==> config.mk <==
export PLATFORM = sky130hd
export DESIGN_NAME = xadc_drp_reader_flat
export DESIGN_NICKNAME = d
export VERILOG_FILES = /design/src/rtl/xadc_drp_reader_if.sv /design/src/rtl/xadc_drp_reader.sv /design/src/flat_wrapper.sv
export SDC_FILE = /design/constraint.sdc
export NUM_CORES = 1
export LEC_CHECK = 0
export BUFFER_PORTS_ARGS = -buffer_cell sky130_fd_sc_hd__buf_2
export CELL_PAD_IN_SITES_DETAIL_PLACEMENT = 0
export CELL_PAD_IN_SITES_GLOBAL_PLACEMENT = 1
export CORE_MARGIN = 3
export CORE_UTILIZATION = 39
export CTS_CLUSTER_DIAMETER = 50
export DETAILED_ROUTE_END_ITERATION = 8
export HOLD_SLACK_MARGIN = 0.02
export PLACE_DENSITY_LB_ADDON = 0.1
export SETUP_SLACK_MARGIN = 0.4
export SLEW_MARGIN = 20
export SYNTH_ARGS = -nofsm -noshare
export SYNTH_HDL_FRONTEND = slang
export SYNTH_SLANG_ARGS = --single-unit
export TNS_END_PERCENT = 1
==> constraint.sdc <==
create_clock -name sysclk -period 1.6 [get_ports sysclk]
set_input_delay 0.16 -clock sysclk [delete_from_list [all_inputs] [get_ports sysclk]]
set_output_delay 0.16 -clock sysclk [all_outputs]
set_load 0.01 [all_outputs]
==> src/rtl/xadc_drp_reader_if.sv <==
// rtl/xadc_drp_reader_if.sv - XADC DRP read-port bundle (conversion strobe, request, response)
interface xadc_drp_reader_if;
    logic        eoc_in;
    logic        drdy_in;
    logic [15:0] do_in;
    logic        den_out;
    logic [6:0]  daddr_out;

    modport master (
        input  eoc_in,
        input  drdy_in,
        input  do_in,
        output den_out,
        output daddr_out
    );

    modport slave (
        output eoc_in,
        output drdy_in,
        output do_in,
        input  den_out,
        input  daddr_out
    );
endinterface

==> src/rtl/xadc_drp_reader.sv <==
// rtl/xadc_drp_reader.sv - debounced two-channel XADC DRP sample reader with timeout and drop counter
module xadc_drp_reader #(
    parameter int DEBOUNCE_CYCLES = 1000000,
    parameter int TIMEOUT_CYCLES  = 255
) (
    input  logic                sysclk,
    input  logic                rst_n,
    input  logic                btn0,
    xadc_drp_reader_if.master   drp,
    output logic [11:0]         sample,
    output logic                sample_valid,
    output logic                sample_chan,
    output logic                timeout_err,
    output logic [7:0]          drop_count
);
    localparam int DB_W = $clog2(DEBOUNCE_CYCLES + 1);
    localparam int TO_W = $clog2(TIMEOUT_CYCLES + 1);
    localparam logic [6:0] ADDR_VAUX4  = 7'h14;
    localparam logic [6:0] ADDR_VAUX12 = 7'h1C;

    typedef enum logic [1:0] {
        S_IDLE = 2'd0,
        S_REQ  = 2'd1,
        S_WAIT = 2'd2
    } state_t;

    state_t          r_state;
    logic            r_sync1;
    logic            r_sync2;
    logic            r_sel;
    logic [DB_W-1:0] r_db_cnt;
    logic [TO_W-1:0] r_to_cnt;
    logic            r_chan;
    logic            r_den;
    logic [6:0]      r_daddr;
    logic [11:0]     r_sample;
    logic            r_sample_valid;
    logic            r_sample_chan;
    logic            r_timeout_err;
    logic [7:0]      r_drop_count;
    logic            w_unused_lsb;

    assign w_unused_lsb  = ^drp.do_in[3:0];
    assign drp.den_out   = r_den;
    assign drp.daddr_out = r_daddr;
    assign sample        = r_sample;
    assign sample_valid  = r_sample_valid;
    assign sample_chan   = r_sample_chan;
    assign timeout_err   = r_timeout_err;
    assign drop_count    = r_drop_count;

    // Button: two-flop synchronizer, then a stability counter that restarts on any bounce.
    always_ff @(posedge sysclk or negedge rst_n) begin
        if (!rst_n) begin
            r_sync1  <= 1'b0;
            r_sync2  <= 1'b0;
            r_sel    <= 1'b0;
            r_db_cnt <= '0;
        end else begin
            r_sync1 <= btn0;
            r_sync2 <= r_sync1;
            if (r_sync2 != r_sel) begin
                if (r_db_cnt == DB_W'(DEBOUNCE_CYCLES - 1)) begin
                    r_sel    <= r_sync2;
                    r_db_cnt <= '0;
                end else begin
                    r_db_cnt <= r_db_cnt + 1'b1;
                end
            end else begin
                r_db_cnt <= '0;
            end
        end
    end

    always_ff @(posedge sysclk or negedge rst_n) begin
        if (!rst_n) begin
            r_drop_count <= 8'd0;
        end else if (drp.eoc_in && (r_state != S_IDLE) && (r_drop_count != 8'hFF)) begin
            r_drop_count <= r_drop_count + 8'd1;
        end
    end

    // WAIT lasts at most TIMEOUT_CYCLES cycles; drdy_in on the last one still wins.
    always_ff @(posedge sysclk or negedge rst_n) begin
        if (!rst_n) begin
            r_state        <= S_IDLE;
            r_to_cnt       <= '0;
            r_chan         <= 1'b0;
            r_den          <= 1'b0;
            r_daddr        <= ADDR_VAUX4;
            r_sample       <= 12'd0;
            r_sample_valid <= 1'b0;
            r_sample_chan  <= 1'b0;
            r_timeout_err  <= 1'b0;
        end else begin
            r_sample_valid <= 1'b0;
            r_timeout_err  <= 1'b0;
            case (r_state)
                S_IDLE: begin
                    if (drp.eoc_in) begin
                        r_chan  <= r_sel;
                        r_den   <= 1'b1;
                        r_daddr <= r_sel ? ADDR_VAUX12 : ADDR_VAUX4;
                        r_state <= S_REQ;
                    end
                end
                S_REQ: begin
                    r_den    <= 1'b0;
                    r_to_cnt <= '0;
                    r_state  <= S_WAIT;
                end
                S_WAIT: begin
                    if (drp.drdy_in) begin
                        r_sample       <= drp.do_in[15:4];
                        r_sample_chan  <= r_chan;
                        r_sample_valid <= 1'b1;
                        r_state        <= S_IDLE;
                    end else if (r_to_cnt == TO_W'(TIMEOUT_CYCLES - 1)) begin
                        r_timeout_err <= 1'b1;
                        r_state       <= S_IDLE;
                    end else begin
                        r_to_cnt <= r_to_cnt + 1'b1;
                    end
                end
                default: begin
                    r_den   <= 1'b0;
                    r_state <= S_IDLE;
                end
            endcase
        end
    end
endmodule

==> src/flat_wrapper.sv <==
// flat-port wrapper written by rule: the top's interface ports become plain ports
module xadc_drp_reader_flat 
#(
    parameter int DEBOUNCE_CYCLES = 1000000,
    parameter int TIMEOUT_CYCLES  = 255
)
  (sysclk, rst_n, btn0, sample, sample_valid, sample_chan, timeout_err, drop_count, drp_eoc_in, drp_drdy_in, drp_do_in, drp_den_out, drp_daddr_out);
  xadc_drp_reader_if drp_i ();
  input  logic sysclk;
  input  logic rst_n;
  input  logic btn0;
  output logic [11:0] sample;
  output logic sample_valid;
  output logic sample_chan;
  output logic timeout_err;
  output logic [7:0] drop_count;
  input wire logic [$bits(drp_i.eoc_in)-1:0] drp_eoc_in;
  input wire logic [$bits(drp_i.drdy_in)-1:0] drp_drdy_in;
  input wire logic [$bits(drp_i.do_in)-1:0] drp_do_in;
  output wire logic [$bits(drp_i.den_out)-1:0] drp_den_out;
  output wire logic [$bits(drp_i.daddr_out)-1:0] drp_daddr_out;
  assign drp_i.eoc_in = drp_eoc_in;
  assign drp_i.drdy_in = drp_drdy_in;
  assign drp_i.do_in = drp_do_in;
  assign drp_den_out = drp_i.den_out;
  assign drp_daddr_out = drp_i.daddr_out;
  xadc_drp_reader #(.DEBOUNCE_CYCLES(DEBOUNCE_CYCLES), .TIMEOUT_CYCLES(TIMEOUT_CYCLES)) u_core (.sysclk(sysclk), .rst_n(rst_n), .btn0(btn0), .drp(drp_i), .sample(sample), .sample_valid(sample_valid), .sample_chan(sample_chan), .timeout_err(timeout_err), .drop_count(drop_count));
endmodule
==> flow_summary.toml <==
[status]
status = "finished, violations left"
violations = "negative setup slack"

[drt]
first_iter_violations = 71
wl_per_cell_um = 13.4
dr.pass1.iters = 4
vias_per_cell = 4.92
totalWireLength_mm = 5.37
vias = 1967
ant_nets = 0
drc_errors = 0

[final_layout]
fillers = 560
drive_gt1_share_pct = 46.4
utilization_pct = 57.4
diodes = 0
fin_cells = 400
area_growth_pct = 40.9
final_common_cell = "dfrtp_1"
nNetsFinal = 343
fin_area_um2 = 3700
final_cell_mix = "dfrtp_1, buf_2, buf_4"

[global_routing]
grt_max_degree = 59
grt_pass1_wl_mm = 8.74
antenna_found_initial = 0
globalRouteOverflowTotal = 0
grt_pass1_vias = 1855
grt_usage_pct = 14.6

[placed_design]
pre_cts_ws_ps = -42.2
placed_cell_area_um2 = 3170
dp_hpwl_mm = 3.55
dp_cells = 380
port_buffers = 41
gp_congestion = 0.758

[floorplanning]
rows = 29
pin_count = 52
core_um2 = 6460
die_w_um = 88.1
die_h_um = 88.1
die-area_um2 = 7760
start_util_pct = 40.7

[clocking]
ctsHtreeMaxLevel = 3
clkLatencyLatePin_ps = 330
cts_tree = "done"
cts_buffers = 9
clk_pin_slew_ps = 70
clockBufferDepth = 2
cts_sinks = 58
cts_root_buf = "clkbuf_8"

[logic_synthesis]
synth_top_area_share_pct = 55.2
syn_area_um2 = 2630
yosysWarningCount = 0
synth.area.top_cells = "dfrtp_1, mux2_2, xnor2_1, nand3_1, nand4_1"
yosysTopAreaCell = "dfrtp_1"
synth_seq_area_share_pct = 55.2
synth_area_per_cell_um2 = 11.3
ys_ff_latch = 58
synth_enable_flop_cells = 0
synthArstFlopShare_pct = 100
synth.distinct_cells = 38
syn_inst = 232
synth_ff_type = "dfrtp_1"

[sta]
finalMaxSlewViolations = 0
setup_slack_ps = -30.3
fmax_mhz = 613
setup_viol_count_final = 2
setup_tns_ps = -47.0
period_needed_ps = 1630
timing.final.crit_share_pct = 102
finalHoldViolCount = 0
fin_worst_skew_ps = 5.54
rsz0062_at_grt = "yes"

[job]
maxCapViolCount = 0

[pwr]
irDropWorstVdd_mv = 0.490
leakage_nw = 1.67
p_per_area_nw_per_um2 = 1320

[setup_path]
end_kind = "flip-flop"
start_kind = "flip-flop"
crit_fanout = 4
required_ps = 1850
crit_type = "flip-flop to flip-flop"
crit_arrival_ps = 1880

[worst_hold_path]
hp-class = "primary input to flip-flop"
[synth_stat cells, types with 2 or more instances]
cell / instances
nor2_1: 20
conb_1: 2
o21ai_0: 8
inv_1: 10
or3_1: 2
nor3_1: 7
nor3b_1: 2
and4_1: 2
nor4_1: 8
nand4_1: 12
o211ai_1: 2
a21oi_1: 3
nand2_1: 8
mux2_2: 16
dfrtp_1: 58
ha_1: 4
xnor2_1: 19
buf_4: 7
and3_1: 3
nand3_1: 18
xor2_1: 4
[cell type report]
class | instances | area (um^2) | area share, %
repair buffers | 80 | 574 | 15.5
flip-flops and latches | 58 | 1460 | 39.3
clock inverters | 4 | 50.0 | 1.35
inverters | 10 | 37.5 | 1.01
well taps | 77 | 96.3 | 2.60
clock buffers | 12 | 155 | 4.19
multi-input cells | 159 | 1340 | 36.0
[worst max-delay path, cell delays in order, from the launching register on]
cell,delay [ps]
dfrtp_1,370
nand4_1,140
or4_4,580
or3_1,320
a21oi_1,150
[registers in the layout, indices dropped and copies added, names as in the netlist]
signal	flops
u_core.r_sync1	1
u_core.r_to_cnt	8
u_core.r_db_cnt	20
u_core.timeout_err	1
u_core.sample	12
u_core.drp.daddr_out	1
u_core.r_sel	1
u_core.drop_count	8
u_core.sample_chan	1
u_core.r_sync2	1
u_core.drp.den_out	1
u_core.sample_valid	1
u_core.r_state	2
[report_power, final]
part	switching [mW]	total (mW)	internal [mW]
clock	0.570	1.37	0.802
sequential	0.210	1.98	1.77
combinational	0.687	1.54	0.852
total	1.47	4.89	3.42
[metal layers]
| layer | GRT usage (%) | up-vias | share of wire (%) |
|---|---|---|---|
| met2 | 21.8 | 45 | 44 |
| met5 | 0 | - | 0 |
| li1 | - | 987 | - |
| met3 | 3.39 | 9 | 4.1 |
| met1 | 20.0 | 926 | 51 |
| met4 | 7.42 | 0 | 1.5 |
[repair_timing]
item,CTS,global route
buffers inserted,2,0
hold endpoints to repair,59,0
gates cloned,0,0
endpoints found under the setup margin,49,52
pin swaps,34,21
hold buffers,2,0
resized for setup,44,26
[logic make-up (layout without fill, tap and decap cells)]
| kind of cell | after synthesis | in the layout | synth area share (%) |
|---|---|---|---|
| AND/OR/NAND/NOR | 89 | 89 | 18.1 |
| AO/OA/AOI/OAI | 20 | 20 | 5.57 |
| buffers and inverters | 19 | 106 | 4.00 |
| XOR/XNOR | 23 | 23 | 7.66 |
| other | 2 | 6 | 0.286 |
| adder cells (fa/ha/maj) | 4 | 4 | 1.90 |
| multiplexers | 17 | 17 | 7.23 |
| flip-flops | 58 | 58 | 55.2 |
[per-stage QoR]
stage                     power, mW  hold WS (ps)
after detailed placement       3.16           194
final                          4.89          59.8
after floorplan                2.58          -136
after CTS                      4.71          34.9
after global routing           5.19          41.7
after global placement         3.14           193
[worst paths after layout]
path / startpoint / end / slack [ps] / depth (start not counted)
worst max-delay path: u_core.r_db_cnt[10] / u_core.r_db_cnt[19] / -30 / 4
worst min-delay path: drp_do_in[4] / u_core.sample[0] / 60 / 2
worst max register to register: u_core.r_db_cnt[10] / u_core.r_db_cnt[19] / -30 / 4
worst min register to register: u_core.r_sync1 / u_core.r_sync2 / 360 / 0
max in group asynchronous: rst_n / u_core.r_to_cnt[3] / 970 / 3
min in group asynchronous: rst_n / u_core.drop_count[5] / 370 / 3
Note: power is estimated with default switching activity, not from simulation.
